### src/rtl/team_06_effect_engine.sv
// ---------------------------------------------------------------------------------------------
// team_06_effect_engine
//
// Audio-effect stage for the push-to-talk datapath. Takes the 8-bit offset-binary mic stream
// and applies echo, tremolo, reverb or soft attenuation. The effect is chosen by
// current_effect/eff_en, which are sampled on each accepted sample. Each accepted sample
// produces one processed sample one cycle later.
//
// Parameters
//   DELAY_DEPTH  echo/reverb delay in samples (power of two, 2..256)
//   TREM_DIV     accepted tremolo samples per LFO gain step (>= 1)
//
// Ports
//   clk             system clock
//   rst             synchronous active-high reset
//   in_valid        one-cycle strobe; in_sample is accepted this cycle
//   in_sample       mic sample, offset binary (128 = silence)
//   current_effect  0 NORMAL, 1 ECHO, 2 TREMOLO, 3 REVERB, 4 SOFT, 5..7 NORMAL
//   eff_en          0 forces pass-through (and freezes the LFO)
//   out_valid       one-cycle strobe marking a new out_sample
//   out_sample      processed sample, offset binary; holds between strobes
//
// Build option
//   TEAM_06_REVERB_EN  when defined, code 3 selects the reverb (feedback) path. When it is
//                      undefined, code 3 behaves as NORMAL, the delay line always stores the
//                      dry sample, and the feedback saturation logic is not built.
// ---------------------------------------------------------------------------------------------
module team_06_effect_engine #(
  parameter int unsigned DELAY_DEPTH = 64,
  parameter int unsigned TREM_DIV    = 256
) (
  input  logic       clk,
  input  logic       rst,
  input  logic       in_valid,
  input  logic [7:0] in_sample,
  input  logic [2:0] current_effect,
  input  logic       eff_en,
  output logic       out_valid,
  output logic [7:0] out_sample
);

  localparam int unsigned AddrW = $clog2(DELAY_DEPTH);
  localparam int unsigned DcW   = (TREM_DIV > 1) ? $clog2(TREM_DIV) : 1;
  localparam logic [DcW-1:0] DcLast = DcW'(TREM_DIV - 1);

  localparam logic [2:0] EffEcho    = 3'd1;
  localparam logic [2:0] EffTremolo = 3'd2;
`ifdef TEAM_06_REVERB_EN
  localparam logic [2:0] EffReverb  = 3'd3;
`endif
  localparam logic [2:0] EffSoft    = 3'd4;

  // Clamp a wide signed intermediate to the signed 8-bit sample range.
  function automatic logic signed [7:0] sat13(input logic signed [12:0] v);
    if (v > 13'sd127) begin
      return 8'sh7f;
    end else if (v < -13'sd128) begin
      return -8'sd128;
    end else begin
      return v[7:0];
    end
  endfunction

  // ---------------------------------------------------------------------------
  // State
  // ---------------------------------------------------------------------------
  logic signed [7:0] dly_q [DELAY_DEPTH];
  logic [AddrW-1:0]  wp_q, wp_d;

  logic [3:0]        g_q, g_d;
  logic              dn_q, dn_d;
  logic [DcW-1:0]    dc_q, dc_d;

  logic              out_valid_q, out_valid_d;
  logic [7:0]        out_sample_q, out_sample_d;

  // ---------------------------------------------------------------------------
  // Datapath (everything widened to 13-bit signed so no term can overflow)
  // ---------------------------------------------------------------------------
  logic signed [8:0]  s;
  logic signed [12:0] s_x;
  logic signed [7:0]  d;
  logic signed [12:0] d_half_x;
  logic signed [12:0] echo_x;
  logic [12:0]        gain_x;
  logic signed [12:0] trem_prod;
  logic signed [12:0] trem_x;
  logic signed [12:0] soft_x;

  assign s        = $signed({1'b0, in_sample}) - 9'sd128;
  assign s_x      = {{4{s[8]}}, s};

  // Combinational read of the oldest entry: the slot about to be overwritten.
  assign d        = dly_q[wp_q];
  assign d_half_x = {{6{d[7]}}, d[7:1]};
  assign echo_x   = s_x + d_half_x;

  // Tremolo gain is (g + 1) in 1..16; product fits in 13 bits signed.
  assign gain_x    = {8'b0, ({1'b0, g_q} + 5'd1)};
  assign trem_prod = s_x * $signed(gain_x);
  assign trem_x    = trem_prod >>> 4;

  assign soft_x    = s_x >>> 2;

`ifdef TEAM_06_REVERB_EN
  // Reverb feeds the saturated wet value back into the delay line.
  logic signed [7:0] rev_w;
  assign rev_w = sat13(echo_x);
`endif

  // ---------------------------------------------------------------------------
  // Effect selection
  // ---------------------------------------------------------------------------
  logic signed [12:0] y_x;
  logic signed [7:0]  st;
  logic               trem_sel;
  logic signed [7:0]  y_sat;

  always_comb begin
    y_x      = s_x;
    st       = s[7:0];
    trem_sel = 1'b0;
    if (eff_en) begin
      case (current_effect)
        EffEcho: begin
          y_x = echo_x;
        end
        EffTremolo: begin
          y_x      = trem_x;
          trem_sel = 1'b1;
        end
`ifdef TEAM_06_REVERB_EN
        EffReverb: begin
          y_x = {{5{rev_w[7]}}, rev_w};
          st  = rev_w;
        end
`endif
        EffSoft: begin
          y_x = soft_x;
        end
        default: begin
          y_x = s_x;
        end
      endcase
    end
  end

  assign y_sat = sat13(y_x);

  // ---------------------------------------------------------------------------
  // Tremolo LFO: triangle sweep of g between 15 and 0
  // ---------------------------------------------------------------------------
  logic step_down;

  // Direction actually used for this step; endpoints reverse it.
  assign step_down = dn_q ? (g_q != 4'd0) : (g_q == 4'd15);

  always_comb begin
    g_d  = g_q;
    dn_d = dn_q;
    dc_d = dc_q;
    if (in_valid && trem_sel) begin
      if (dc_q == DcLast) begin
        dc_d = '0;
        dn_d = step_down;
        g_d  = step_down ? (g_q - 4'd1) : (g_q + 4'd1);
      end else begin
        dc_d = dc_q + DcW'(1);
      end
    end
  end

  // ---------------------------------------------------------------------------
  // Write pointer and output register next-state
  // ---------------------------------------------------------------------------
  always_comb begin
    wp_d         = wp_q;
    out_valid_d  = 1'b0;
    out_sample_d = out_sample_q;
    if (in_valid) begin
      // DELAY_DEPTH is a power of two, so natural wrap gives the modulo.
      wp_d         = wp_q + AddrW'(1);
      out_valid_d  = 1'b1;
      out_sample_d = {~y_sat[7], y_sat[6:0]};
    end
  end

  // ---------------------------------------------------------------------------
  // Registers
  // ---------------------------------------------------------------------------
  always_ff @(posedge clk) begin
    if (rst) begin
      wp_q         <= '0;
      g_q          <= 4'd15;
      dn_q         <= 1'b1;
      dc_q         <= '0;
      out_valid_q  <= 1'b0;
      out_sample_q <= 8'd128;
    end else begin
      wp_q         <= wp_d;
      g_q          <= g_d;
      dn_q         <= dn_d;
      dc_q         <= dc_d;
      out_valid_q  <= out_valid_d;
      out_sample_q <= out_sample_d;
    end
  end

  always_ff @(posedge clk) begin
    if (rst) begin
      for (int i = 0; i < DELAY_DEPTH; i++) begin
        dly_q[i] <= '0;
      end
    end else if (in_valid) begin
      dly_q[wp_q] <= st;
    end
  end

  assign out_valid  = out_valid_q;
  assign out_sample = out_sample_q;

endmodule

### config.mk
export PLATFORM = sky130hd
export DESIGN_NAME = team_06_effect_engine
export DESIGN_NICKNAME = d
export VERILOG_FILES = /design/src/rtl/team_06_effect_engine.sv
export SDC_FILE = /design/constraint.sdc
export NUM_CORES = 1
export LEC_CHECK = 0
export ABC_CLOCK_PERIOD_IN_PS = 4900
export CORE_MARGIN = 3
export CORE_UTILIZATION = 55
export DETAILED_ROUTE_END_ITERATION = 8
export MAX_ROUTING_LAYER = met4
export PLACE_DENSITY_LB_ADDON = 0.15
export SLEW_MARGIN = 20
export SYNTH_ARGS = -nofsm -noshare
export SYNTH_HDL_FRONTEND = slang
export SYNTH_SLANG_ARGS = --single-unit
### constraint.sdc
create_clock -name clk -period 4.9 [get_ports clk]
set_input_delay 1.225 -clock clk [delete_from_list [all_inputs] [get_ports clk]]
set_output_delay 1.225 -clock clk [all_outputs]
set_load 0.005 [all_outputs]
==> key figures, run 1 <==
Outcome
  • Status: finished, final reports clean

Yosys
  • Ys Warns: 0
  • Synthesized area: 24,180 µm²
  • Area leader, netlist: edfxtp_1
  • Syn_area_per_cell: 13.93 µm²
  • Synth top cells by count: edfxtp_1 (448), and2_1 (406), mux4_2 (147), clkbuf_1 (110), nor2_1 (98)
  • Post-Synth XOR/XNOR Area: 0.01087
  • Top cell type's share of synthesized area: 0.5563
  • Post-synth ARST share: 0
  • Top FF cell, synth: edfxtp_1
  • Synth Area in Simple Gates: 0.1587
  • Post-synthesis adder-cell area fraction: 0.03860
  • Ranking of synthesized cells by area: edfxtp_1 (56%), mux4_2 (14%), and2_1 (11%)
  • Synth Area in Compound Gates: 0.03720
  • Synthesized net count: 1,810
  • Cells after Synth: 1,736
  • Seq/Total Area, Yosys: 0.5845
  • Post-synth EDFFs: 448
  • Largest family of logic cells by synthesized area: simple AND/OR/NAND/NOR gates
  • Flops & latches, synth: 482
  • Count leader, synth: edfxtp_1
  • Yosys cell types: 56
  • Post-synthesis mux area share: 0.1382

Floorplanning
  • Core Box Area: 43,270 µm²
  • Die height: 215.7 µm
  • Rows: 76
  • I/O Pins: 24
  • Initial core utilization: 0.5589
  • Die area: 46,520 µm²
  • Die W: 215.7 µm

Timing
  • Relative slew slack: 0.3167
  • Endpoints failing hold: 0
  • Final setup skew: 0.01448 ns
  • Max Slew Vio Count: 0
  • Final min period: 4.699 ns
  • RSZ-0062 raised after global routing: no
  • Setup ws final: 0.2007 ns
  • Fmax: 212.8 MHz
  • Fin crit share: 0.9590
  • # setup viols final: 0
  • Worst-Margin Slew: 1.025 ns

Pwr
  • Pleak: 9.557 nW
  • Max IR drop VDD: 221.1 µV
  • Pwr Density: 343.6 nW/µm²
  • Overall Power: 9.269 mW

Placement
  • GP Congestion: 0.8700
  • Placed cell count: 2,292
  • Post-DP Area: 25,330 µm²
  • Hpwl dp: 38,710 µm
  • Dpl ws: -0.4271 ns
  • Port Buffers: 23

Min path
  • Hold Crit Depth: 2
  • Hold Startpoint: dc_q[7]$_SDFFE_PP0P_
  • Worst hold path class: register to register

GRT
  • GRT Total Usage: 0.2556
  • Remaining Overflow, GRT: 0
  • Largest net degree at the start of global routing: 67
  • Number of global-route vias before repair: 14.65k
  • Initial antenna violation count: 2
  • First-pass GRT wire length: 87,890 µm

Worst setup path
  • Most used cell, CP: mux4_2
  • WS Path Type: register to register
  • Data arrival, critical path: 5.19 ns
  • WP data required: 5.39 ns
  • Delay-heaviest family, CP: multiplexers
  • Crit path largest cell delay: 0.55 ns
  • Worst r2r path cells: 14
  • Critical-path maximum fanout: 22
  • CP max-delay cell: mux4_2
  • Crit end category: register
  • Setup crit start kind: register
  • Buf/Inv on CP: 2
  • CP Depth: 14
  • Critical-path cell list: buf_12 -> buf_4 -> mux4_2 -> mux4_2 -> mux4_2 -> ha_1 -> a211oi_1 -> o21bai_1 -> o22ai_1 -> xor2_1 -> o211a_1 -> o21ba_2 -> o221ai_1 -> a211oi_1

Detailed routing
  • Vias: 14.15k
  • Routed vias/inst: 5.937
  • Antenna-violating nets left: 0
  • Drt first pass iters: 5
  • Detailed Route WL: 55,880 µm
  • 1st-iter DRT viols: 1,305
  • DRC Markers: 0
  • Routed WL per cell: 23.45 µm

CTS
  • Clock-pin slew on the worst setup and hold paths: 0.06 ns
  • Cts hold-fix bufs: 0
  • Clock sinks: 482
  • H-tree Lvls: 2
  • Clock buffer depth: 3
  • CTS tree: done
  • TritonCTS Buffers: 50
  • CTS root buf: clkbuf_16
  • Clock Latency Late Sink: 0.59 ns
  • Setup Buffers After CTS: 0

Layout
  • Synth-to-layout area growth: 11.57%
  • Fin area: 26,980 µm²
  • Fraction of layout cells with a size suffix above 1: 0.1836
  • Finished Layout Cells: 2,383
  • Core Util, Final: 0.6235
  • Final Net Count: 1,833

Job
  • Max_cap viols: 0
==> repair_timing <==
| item | 4_1_cts | 5_1_grt |
|---|---|---|
| endpoints found under the setup margin | 0 | 7 |
| hold endpoints to repair | 0 | 0 |
| gates resized for setup | 0 | 15 |
==> state kept, by name (all words and copies together), names as in the netlist, named ones only <==
register and count:
dc_q 8, wp_q 6, dly_q 448, out_valid 1, g_q 4, dn_q 1
out_sample 8
==> power by group <==
part           leakage [nW]  total (mW)  switching [mW]  internal (mW)
logic                  3.95       0.927           0.520          0.407
clock network         0.764        3.64            1.53           2.12
registers              4.85        4.70          0.0581           4.64
==> layout by cell type, fill, tap and decap left out, types with 17 or more instances in the layout <==
cell / count
and2_1: 406
o21ai_1: 66
dfxtp_1: 31
clkbuf_16: 53
nor2_1: 97
xor2_1: 17
mux4_2: 147
edfxtp_1: 448
ha_1: 29
nor3_1: 70
nand2_1: 30
fa_1: 25
buf_4: 80
nor2b_1: 19
inv_1: 50
==> tightest hold or removal path: stages, from the launching register on <==
cell,delay (ns)
dfxtp_1,0.32
nand2b_1,0.07
a21oi_1,0.05
==> metal layers <==
metal  global-route usage  vias up  share of wire
met5                    -        -              0
met4              0.07226        0          0.028
met3              0.03830       90          0.073
met2               0.4001      486           0.48
met1               0.3556     7177           0.42
li1                     -     6396              -
==> cells by family (layout without fill, tap and decap cells) <==
kind of cell | after synthesis | in the layout
AOI/OAI and AO/OA | 145 | 145
adders and majority gates | 59 | 59
DFF | 482 | 482
other | 0 | 1
buffers and inverters | 193 | 254
muxes | 150 | 150
and+or+nand+nor | 677 | 677
xor gates and xnor gates | 30 | 30
==> metrics by stage <==
| stage | hold slack, ns | TNS (ns) |
|---|---|---|
| 2_1_floorplan | 0.4537 | 0 |
| 3_3_place_gp | 0.4630 | -2.213 |
| 3_5_place_dp | 0.4772 | -3.017 |
| 4_1_cts | 0.4885 | 0 |
| 5_1_grt | 0.5271 | 0 |
| 6_report | 0.4893 | 0 |
==> cell type report <==
type / instances / area, µm²
Timing Repair Buffer: 110 / 935.9
Sequential cell: 482 / 14140
Inverter: 54 / 202.7
Fill cell: 3268 / 16290
Clock buffer: 72 / 1428
Multi-Input combinational cell: 1061 / 9403
Antenna cell: 1 / 2.502
Tap cell: 585 / 732.0
Clock inverter: 18 / 132.6
==> path summary, 6_finish.rpt <==
check | endpoint | slack [ns]
setup / recovery | out_sample[1]$_SDFFE_PP0P_ | 0.20
hold / removal | dc_q[7]$_SDFFE_PP0P_ | 0.49
setup reg to reg | out_sample[1]$_SDFFE_PP0P_ | 0.20
hold reg to reg | dc_q[7]$_SDFFE_PP0P_ | 0.49
Note: power is estimated with default switching activity, not from simulation.
==> inputs of run 2 (changes only) <==
--- a/config.mk
+++ b/config.mk
@@ -8,9 +8,10 @@
 export ABC_CLOCK_PERIOD_IN_PS = 4900
 export CORE_MARGIN = 3
 export CORE_UTILIZATION = 55
+export CTS_CLUSTER_DIAMETER = 150
 export DETAILED_ROUTE_END_ITERATION = 8
 export MAX_ROUTING_LAYER = met4
-export PLACE_DENSITY_LB_ADDON = 0.15
+export PLACE_DENSITY = 0.76
 export SLEW_MARGIN = 20
 export SYNTH_ARGS = -nofsm -noshare
 export SYNTH_HDL_FRONTEND = slang
==> run 2 against run 1 <==
- core utilization shrank 0.27 points
- highest routed layer unchanged
- critical endpoint unchanged
- flip-flop and latch count is the same
- first-iteration DRC count grew 25%
- non-clock buffer count shrank 2
- clock power is essentially flat
- combinational power shrank 2%
- critical path depth is the same
- clock-buffer cell count shrank 8
- critical path type unchanged
- cell area shrank 0.43%
- sequential power is essentially flat
==> key figures, run 2 (synthesis results as in run 1) <==
Pwr
  • Power Internal: 7.113 mW (was 7.163 mW)
  • Part of the power in combinational logic: 0.098 (was 0.100)
  • Pleak: 9.494 nW (was 9.557 nW)
  • Max IR drop VDD: 286.8 µV (was 221.1 µV)
  • Pwr Density: 344.4 nW/µm² (was 343.6 nW/µm²)
  • Clock share of power: 0.393 (about the same)
  • Sw frac: 0.2311 (was 0.2272)
  • Sw power: 2.139 mW (was 2.106 mW)
  • Sequential share of power: 0.509 (was 0.507)

Timing
  • WHS: 0.4852 ns (was 0.4893 ns)
  • RSZ-0062 raised after global routing: no (unchanged)
  • Endpoints failing hold: 0 (unchanged)
  • Fmax: 211.8 MHz (was 212.8 MHz)
  • Final setup skew: 0.02717 ns (was 0.01448 ns)
  • Worst-Margin Slew: 1.034 ns (was 1.025 ns)
  • # setup viols final: 0 (unchanged)
  • Fin crit share: 0.9635 (was 0.9590)
  • Relative slew slack: 0.3105 (was 0.3167)
  • Post-route setup TNS: 0 ns (unchanged)
  • Final min period: 4.721 ns (was 4.699 ns)
  • Max Slew Vio Count: 0 (unchanged)
  • Setup ws final: 0.1790 ns (was 0.2007 ns)

Worst setup path
  • Crit path largest cell delay: 0.55 ns (about the same)
  • Critical-path maximum fanout: 11 (was 22)
  • Worst reg-to-reg setup slack: 0.18 ns (was 0.20 ns)
  • Setup crit start kind: register (unchanged)
  • WS Path Type: register to register (unchanged)
  • Buf/Inv on CP: 1 (was 2)
  • CP max-delay cell: mux4_2 (unchanged)
  • Worst r2r path cells: 14 (unchanged)
  • Reg2reg end: out_sample[1]$_SDFFE_PP0P_ (unchanged)
  • Crit end category: register (unchanged)
  • WP data required: 5.40 ns (was 5.39 ns)
  • Delay-heaviest family, CP: multiplexers (unchanged)
  • Critical-path cell list: buf_4 -> mux4_2 -> mux4_2 -> mux4_2 -> ha_1 -> fa_1 -> a211oi_1 -> nor2_1 -> o21a_1 -> o31a_1 -> o21ai_0 -> o21ba_2 -> o221ai_1 -> a211oi_1 (was buf_12 -> buf_4 -> mux4_2 -> mux4_2 -> mux4_2 -> ha_1 -> a211oi_1 -> o21bai_1 -> o22ai_1 -> xor2_1 -> o211a_1 -> o21ba_2 -> o221ai_1 -> a211oi_1)
  • Data arrival, critical path: 5.22 ns (was 5.19 ns)
  • Most used cell, CP: mux4_2 (unchanged)

Detailed routing
  • 1st-iter DRT viols: 1,630 (was 1,305)
  • Routed WL per cell: 23.05 µm (was 23.45 µm)
  • Detailed Route WL: 54,820 µm (was 55,880 µm)
  • Drt first pass iters: 5 (unchanged)
  • DRC Markers: 0 (unchanged)
  • Antenna-violating nets left: 0 (unchanged)
  • Vias: 14.44k (was 14.15k)
  • Routed vias/inst: 6.073 (was 5.937)

Layout
  • Commonest non-fill, non-tap cell in the layout: edfxtp_1 (unchanged)
  • Synth-to-layout area growth: 11.09% (was 11.57%)
  • Max FFs per register: 448 (unchanged)
  • ANT cells: 0 (was 1)
  • Commonest non-fill, non-tap cells in the layout: edfxtp_1 (448), and2_1 (406), mux4_2 (147) (unchanged)
  • Final Net Count: 1,831 (was 1,833)
  • Fraction of layout cells with a size suffix above 1: 0.1801 (was 0.1836)
  • Fillcell total: 3,157 (was 3,268)
  • Finished Layout Cells: 2,378 (was 2,383)
  • Top reg by flops: dly_q (unchanged)

GRT
  • Remaining Overflow, GRT: 0 (unchanged)
  • First-pass GRT wire length: 84,990 µm (was 87,890 µm)
  • Initial antenna violation count: 1 (was 2)
  • Largest net degree at the start of global routing: 67 (unchanged)
  • Number of global-route vias before repair: 14.55k (was 14.65k)
  • GRT Total Usage: 0.2462 (was 0.2556)

Min path
  • Hold Startpoint: dc_q[7]$_SDFFE_PP0P_ (unchanged)
  • Hold Crit Depth: 2 (unchanged)
  • Worst hold path class: register to register (unchanged)
  • Hold endpoint: dc_q[7]$_SDFFE_PP0P_ (unchanged)

CTS
  • TritonCTS Buffers: 50 (unchanged)
  • Clock buffer depth: 3 (unchanged)
  • CTS root buf: clkbuf_16 (unchanged)
  • CTS tree: done (unchanged)
  • Setup Buffers After CTS: 0 (unchanged)
  • H-tree Lvls: 2 (unchanged)
  • Clock Latency Late Sink: 0.60 ns (was 0.59 ns)
  • Clock sinks: 482 (unchanged)
  • Clock-pin slew on the worst setup and hold paths: 0.06 ns (about the same)

Floorplanning
  • Die W: 215.7 µm (unchanged)
  • Initial core utilization: 0.5589 (unchanged)
  • Core Box Area: 43,270 µm² (unchanged)
  • Rows: 76 (unchanged)
  • Die height: 215.7 µm (unchanged)
  • I/O Pins: 24 (unchanged)
  • Die area: 46,520 µm² (unchanged)

Placement
  • Placed cell count: 2,290 (was 2,292)
  • Hpwl dp: 37,620 µm (was 38,710 µm)
  • Dpl ws: -0.2476 ns (was -0.4271 ns)
  • GP Congestion: 0.9212 (was 0.8700)
  • Port Buffers: 23 (unchanged)

Outcome
  • Status: finished, final reports clean (unchanged)

Job
  • Max_cap viols: 0 (unchanged)
[run 2: cell types whose count changed in the layout (fill, tap and decap cells not counted), moves of 2 or more]
cell	previous run	this run
clkinvlp_4	0	2
dfxtp_1	31	29
a21oi_1	14	16
clkbuf_8	3	0
a21oi_2	2	0
dfxtp_2	1	3
inv_6	0	2
ha_1	29	31
clkbuf_1	16	13
clkbuf_16	53	51
ha_4	4	1
[run 2: layout make-up]
class / instances / area [µm²] / share of cell area
clock buffer: 64 / 1325 / 0.04932
tap: 585 / 732.0 / 0.02725
clock inverter: 24 / 214.0 / 0.007965
sequential: 482 / 14140 / 0.5265
inverter: 54 / 202.7 / 0.007545
multi-input combinational: 1061 / 9336 / 0.3476
timing repair buffer: 108 / 908.4 / 0.03381
[run 2: metal layers]
layer / track usage / share of wire / vias up
li1: - / - / 6394
met1: 0.3364 / 0.40 / 7317
met2: 0.3921 / 0.49 / 627
met3: 0.03858 / 0.083 / 103
met4: 0.06742 / 0.022 / 0
met5: - / 0 / -
[run 2: worst max path at each step]
stage,to,cells past startpoint
after floorplan,out_sample[0]$_SDFFE_PP0P_,17
after global placement,out_sample[2]$_SDFFE_PP0P_,17
after detailed placement,out_sample[2]$_SDFFE_PP0P_,16
after CTS,out_sample[1]$_SDFFE_PP0P_,17
after global routing,out_sample[1]$_SDFFE_PP0P_,14
final,out_sample[1]$_SDFFE_PP0P_,14
[run 2: per-stage QoR]
stage | util | power [mW] | instance area [µm²]
floorplan | - | 5.353 | 24220
global placement | 0.5848 | 5.660 | 25300
detailed placement | 0.5848 | 5.691 | 25300
CTS | 0.6203 | 9.283 | 26840
global route | 0.6209 | 9.503 | 26860
finish | 0.6209 | 9.252 | 26860
[run 2: what timing repair did]
item / in CTS / in global routing
gates resized for setup: 0 / 6
endpoints found under the setup margin: 0 / 7
hold buffers: 0 / 0
[run 2: power groups by stage]
stage	logic [mW]	clock network [mW]	registers [mW]
final	0.909	3.64	4.70
after global routing	0.965	3.82	4.72
after CTS	0.906	3.67	4.71
after detailed placement	0.901	0	4.79
after global placement	0.879	0	4.78
after floorplan	0.605	0	4.75
[run 2: tightest hold or removal path, stage by stage, from the launching register on]
cell	delay (ns)
dfxtp_1	0.32
nand2b_1	0.07
a21oi_1	0.05
==> inputs of run 3 (changes only) <==
--- a/config.mk
+++ b/config.mk
@@ -9,6 +9,7 @@
 export CORE_MARGIN = 3
 export CORE_UTILIZATION = 55
 export CTS_CLUSTER_DIAMETER = 150
+export CTS_CLUSTER_SIZE = 24
 export DETAILED_ROUTE_END_ITERATION = 8
 export MAX_ROUTING_LAYER = met4
 export PLACE_DENSITY = 0.76
==> run 3 against run 2 <==
- die area unchanged
- register-to-register slack about the same
- global-route usage decreased by 0.65 points
- clock power decreased by 39%
- via count decreased by 2.1%
- combinational power about the same
- critical path type unchanged
==> key figures, run 3 (synthesis results as in run 1) <==
Timing
  • Endpoints failing hold: 0 (unchanged)
  • Setup ws final: 0.1830 ns (was 0.1790 ns)
  • Max Slew Vio Count: 0 (unchanged)
  • Worst-Margin Slew: 1.035 ns (was 1.034 ns)
  • Post-route setup TNS: 0 ns (unchanged)
  • Final setup skew: 0.02487 ns (was 0.02717 ns)
  • Final min period: 4.717 ns (was 4.721 ns)
  • Relative slew slack: 0.3097 (was 0.3105)
  • # setup viols final: 0 (unchanged)
  • Fmax: 212.0 MHz (was 211.8 MHz)
  • Fin crit share: 0.9627 (was 0.9635)

Floorplanning
  • Die W: 215.7 µm (unchanged)
  • Rows: 76 (unchanged)
  • Initial core utilization: 0.5589 (unchanged)
  • Die height: 215.7 µm (unchanged)
  • Die area: 46,520 µm² (unchanged)
  • Core Box Area: 43,270 µm² (unchanged)
  • I/O Pins: 24 (unchanged)

CTS
  • Clock Latency Late Sink: 0.57 ns (was 0.60 ns)
  • Clock sinks: 482 (unchanged)
  • CTS tree: done (unchanged)
  • CTS root buf: clkbuf_16 (unchanged)
  • H-tree Lvls: 1 (was 2)
  • Clock buffer depth: 3 (unchanged)
  • Clock-pin slew on the worst setup and hold paths: 0.10 ns (was 0.06 ns)
  • Cts hold-fix bufs: 0 (unchanged)
  • Setup Buffers After CTS: 0 (unchanged)
  • TritonCTS Buffers: 24 (was 50)

Placement
  • Placed cell count: 2,290 (unchanged)
  • GP Congestion: 0.9212 (unchanged)
  • Hpwl dp: 37,620 µm (unchanged)
  • Port Buffers: 23 (unchanged)
  • Dpl ws: -0.2476 ns (unchanged)
  • Post-DP Area: 25,300 µm² (unchanged)

Detailed routing
  • Routed WL per cell: 23.10 µm (was 23.05 µm)
  • Detailed Route WL: 53,720 µm (was 54,820 µm)
  • Vias: 14.13k (was 14.44k)
  • DRC Markers: 0 (unchanged)
  • Routed vias/inst: 6.078 (was 6.073)
  • Drt first pass iters: 5 (unchanged)
  • 1st-iter DRT viols: 1,617 (was 1,630)
  • Antenna-violating nets left: 0 (unchanged)

Layout
  • ANT cells: 0 (unchanged)
  • Core Util, Final: 0.6012 (was 0.6209)
  • Fraction of layout cells with a size suffix above 1: 0.1632 (was 0.1801)
  • Synth-to-layout area growth: 7.580% (was 11.09%)
  • Max FFs per register: 448 (unchanged)
  • Commonest non-fill, non-tap cells in the layout: edfxtp_1 (448), and2_1 (406), mux4_2 (147) (unchanged)
  • Commonest non-fill, non-tap cell in the layout: edfxtp_1 (unchanged)
  • Finished Layout Cells: 2,325 (was 2,378)
  • Final Net Count: 1,805 (was 1,831)
  • Top reg by flops: dly_q (unchanged)
  • Fin area: 26,010 µm² (was 26,860 µm²)

GRT
  • Number of global-route vias before repair: 14.27k (was 14.55k)
  • Largest net degree at the start of global routing: 67 (unchanged)
  • First-pass GRT wire length: 83,670 µm (was 84,990 µm)
  • GRT Total Usage: 0.2397 (was 0.2462)
  • Initial antenna violation count: 1 (unchanged)
  • Remaining Overflow, GRT: 0 (unchanged)

Worst setup path
  • Most used cell, CP: mux4_2 (unchanged)
  • Setup crit start kind: register (unchanged)
  • Critical-path cell list: buf_12 -> mux4_2 -> mux4_2 -> mux4_2 -> ha_1 -> fa_1 -> a211oi_1 -> nor2_1 -> o21a_1 -> o31a_1 -> o21ai_0 -> o21ba_2 -> o221ai_1 -> a211oi_1 (was buf_4 -> mux4_2 -> mux4_2 -> mux4_2 -> ha_1 -> fa_1 -> a211oi_1 -> nor2_1 -> o21a_1 -> o31a_1 -> o21ai_0 -> o21ba_2 -> o221ai_1 -> a211oi_1)
  • Crit path largest cell delay: 0.55 ns (about the same)
  • CP max-delay cell: mux4_2 (unchanged)
  • Critical-path maximum fanout: 19 (was 11)
  • Data arrival, critical path: 5.19 ns (was 5.22 ns)
  • WP data required: 5.38 ns (was 5.40 ns)
  • Buf/Inv on CP: 1 (unchanged)
  • Crit end category: register (unchanged)
  • Delay-heaviest family, CP: multiplexers (unchanged)
  • WS Path Type: register to register (unchanged)

Pwr
  • Pwr Density: 300.5 nW/µm² (was 344.4 nW/µm²)
  • Sw frac: 0.2342 (was 0.2311)
  • Sw power: 1.831 mW (was 2.139 mW)
  • Power Internal: 5.987 mW (was 7.113 mW)
  • Sequential share of power: 0.601 (was 0.509)
  • Clock share of power: 0.283 (was 0.393)
  • Max IR drop VDD: 236.8 µV (was 286.8 µV)
  • Pleak: 9.079 nW (was 9.494 nW)
  • Part of the power in combinational logic: 0.116 (was 0.098)

Min path
  • Worst hold path class: register to register (unchanged)

Job
  • Max_cap viols: 0 (unchanged)

Outcome
  • Status: finished, final reports clean (unchanged)
[run 3: cell count changes in the layout (fill, tap and decap cells not counted)]
cell	change
clkbuf_16	-26
clkinv_1	-10
clkinv_2	-5
clkbuf_1	-4
bufinv_16	-3
clkinvlp_4	-2
inv_6	-2
clkinv_16	+1
clkinv_4	-1
inv_16	-1
[run 3: worst register-to-register path: stages (launching register included)]
cell and delay [ns]:
dfxtp_4 0.43, buf_12 0.21, mux4_2 0.57, mux4_2 0.55, mux4_2 0.51, ha_1 0.26
fa_1 0.43, a211oi_1 0.26, nor2_1 0.09, o21a_1 0.19, o31a_1 0.27, o21ai_0 0.22
o21ba_2 0.22, o221ai_1 0.11, a211oi_1 0.29
[run 3: worst paths after layout]
check	slack, ns	end	start	cells after the start
min	0.52	dc_q[7]$_SDFFE_PP0P_	dc_q[7]$_SDFFE_PP0P_	2
max	0.18	out_sample[1]$_SDFFE_PP0P_	register	14
max reg2reg	0.18	out_sample[1]$_SDFFE_PP0P_	register	14
min reg2reg	0.52	dc_q[7]$_SDFFE_PP0P_	dc_q[7]$_SDFFE_PP0P_	2
[run 3: timing repair]
action | in CTS | in global routing
setup endpoints to repair | 3 | 7
pin swaps | 0 | 1
resized for setup | 1 | 5
[run 3: layer usage]
layer  GRT usage  part of all wire  wire length [µm]
met4     0.04935             0.021              1137
met1      0.3315              0.41             22160
met2      0.3918              0.49             26370
met5           -                 0                 0
met3     0.02901             0.075              4053
[run 3: cell type report]
| cell class | instances | area [µm²] |
|---|---|---|
| multi-input cells | 1061 | 9336 |
| clock buffers | 34 | 659.4 |
| fillers | 3249 | 17250 |
| inverters | 54 | 202.7 |
| clock inverters | 1 | 30.03 |
| well taps | 585 | 732.0 |
| flip-flops and latches | 482 | 14140 |
| repair buffers | 108 | 908.4 |
[run 3: per-stage QoR]
stage	hold WS (ns)	total power [mW]
CTS	0.5304	7.844
global placement	0.4627	5.660
detailed placement	0.4875	5.691
finish	0.5204	7.818
floorplan	0.4537	5.353
global route	0.5387	8.044
[run 3: power by group through the flow]
stage | clock network [mW] | registers (mW) | logic (mW)
3_5_place_dp | 0 | 4.79 | 0.901
3_3_place_gp | 0 | 4.78 | 0.879
6_report | 2.22 | 4.70 | 0.906
2_1_floorplan | 0 | 4.75 | 0.605
4_1_cts | 2.24 | 4.70 | 0.904
5_1_grt | 2.37 | 4.71 | 0.963
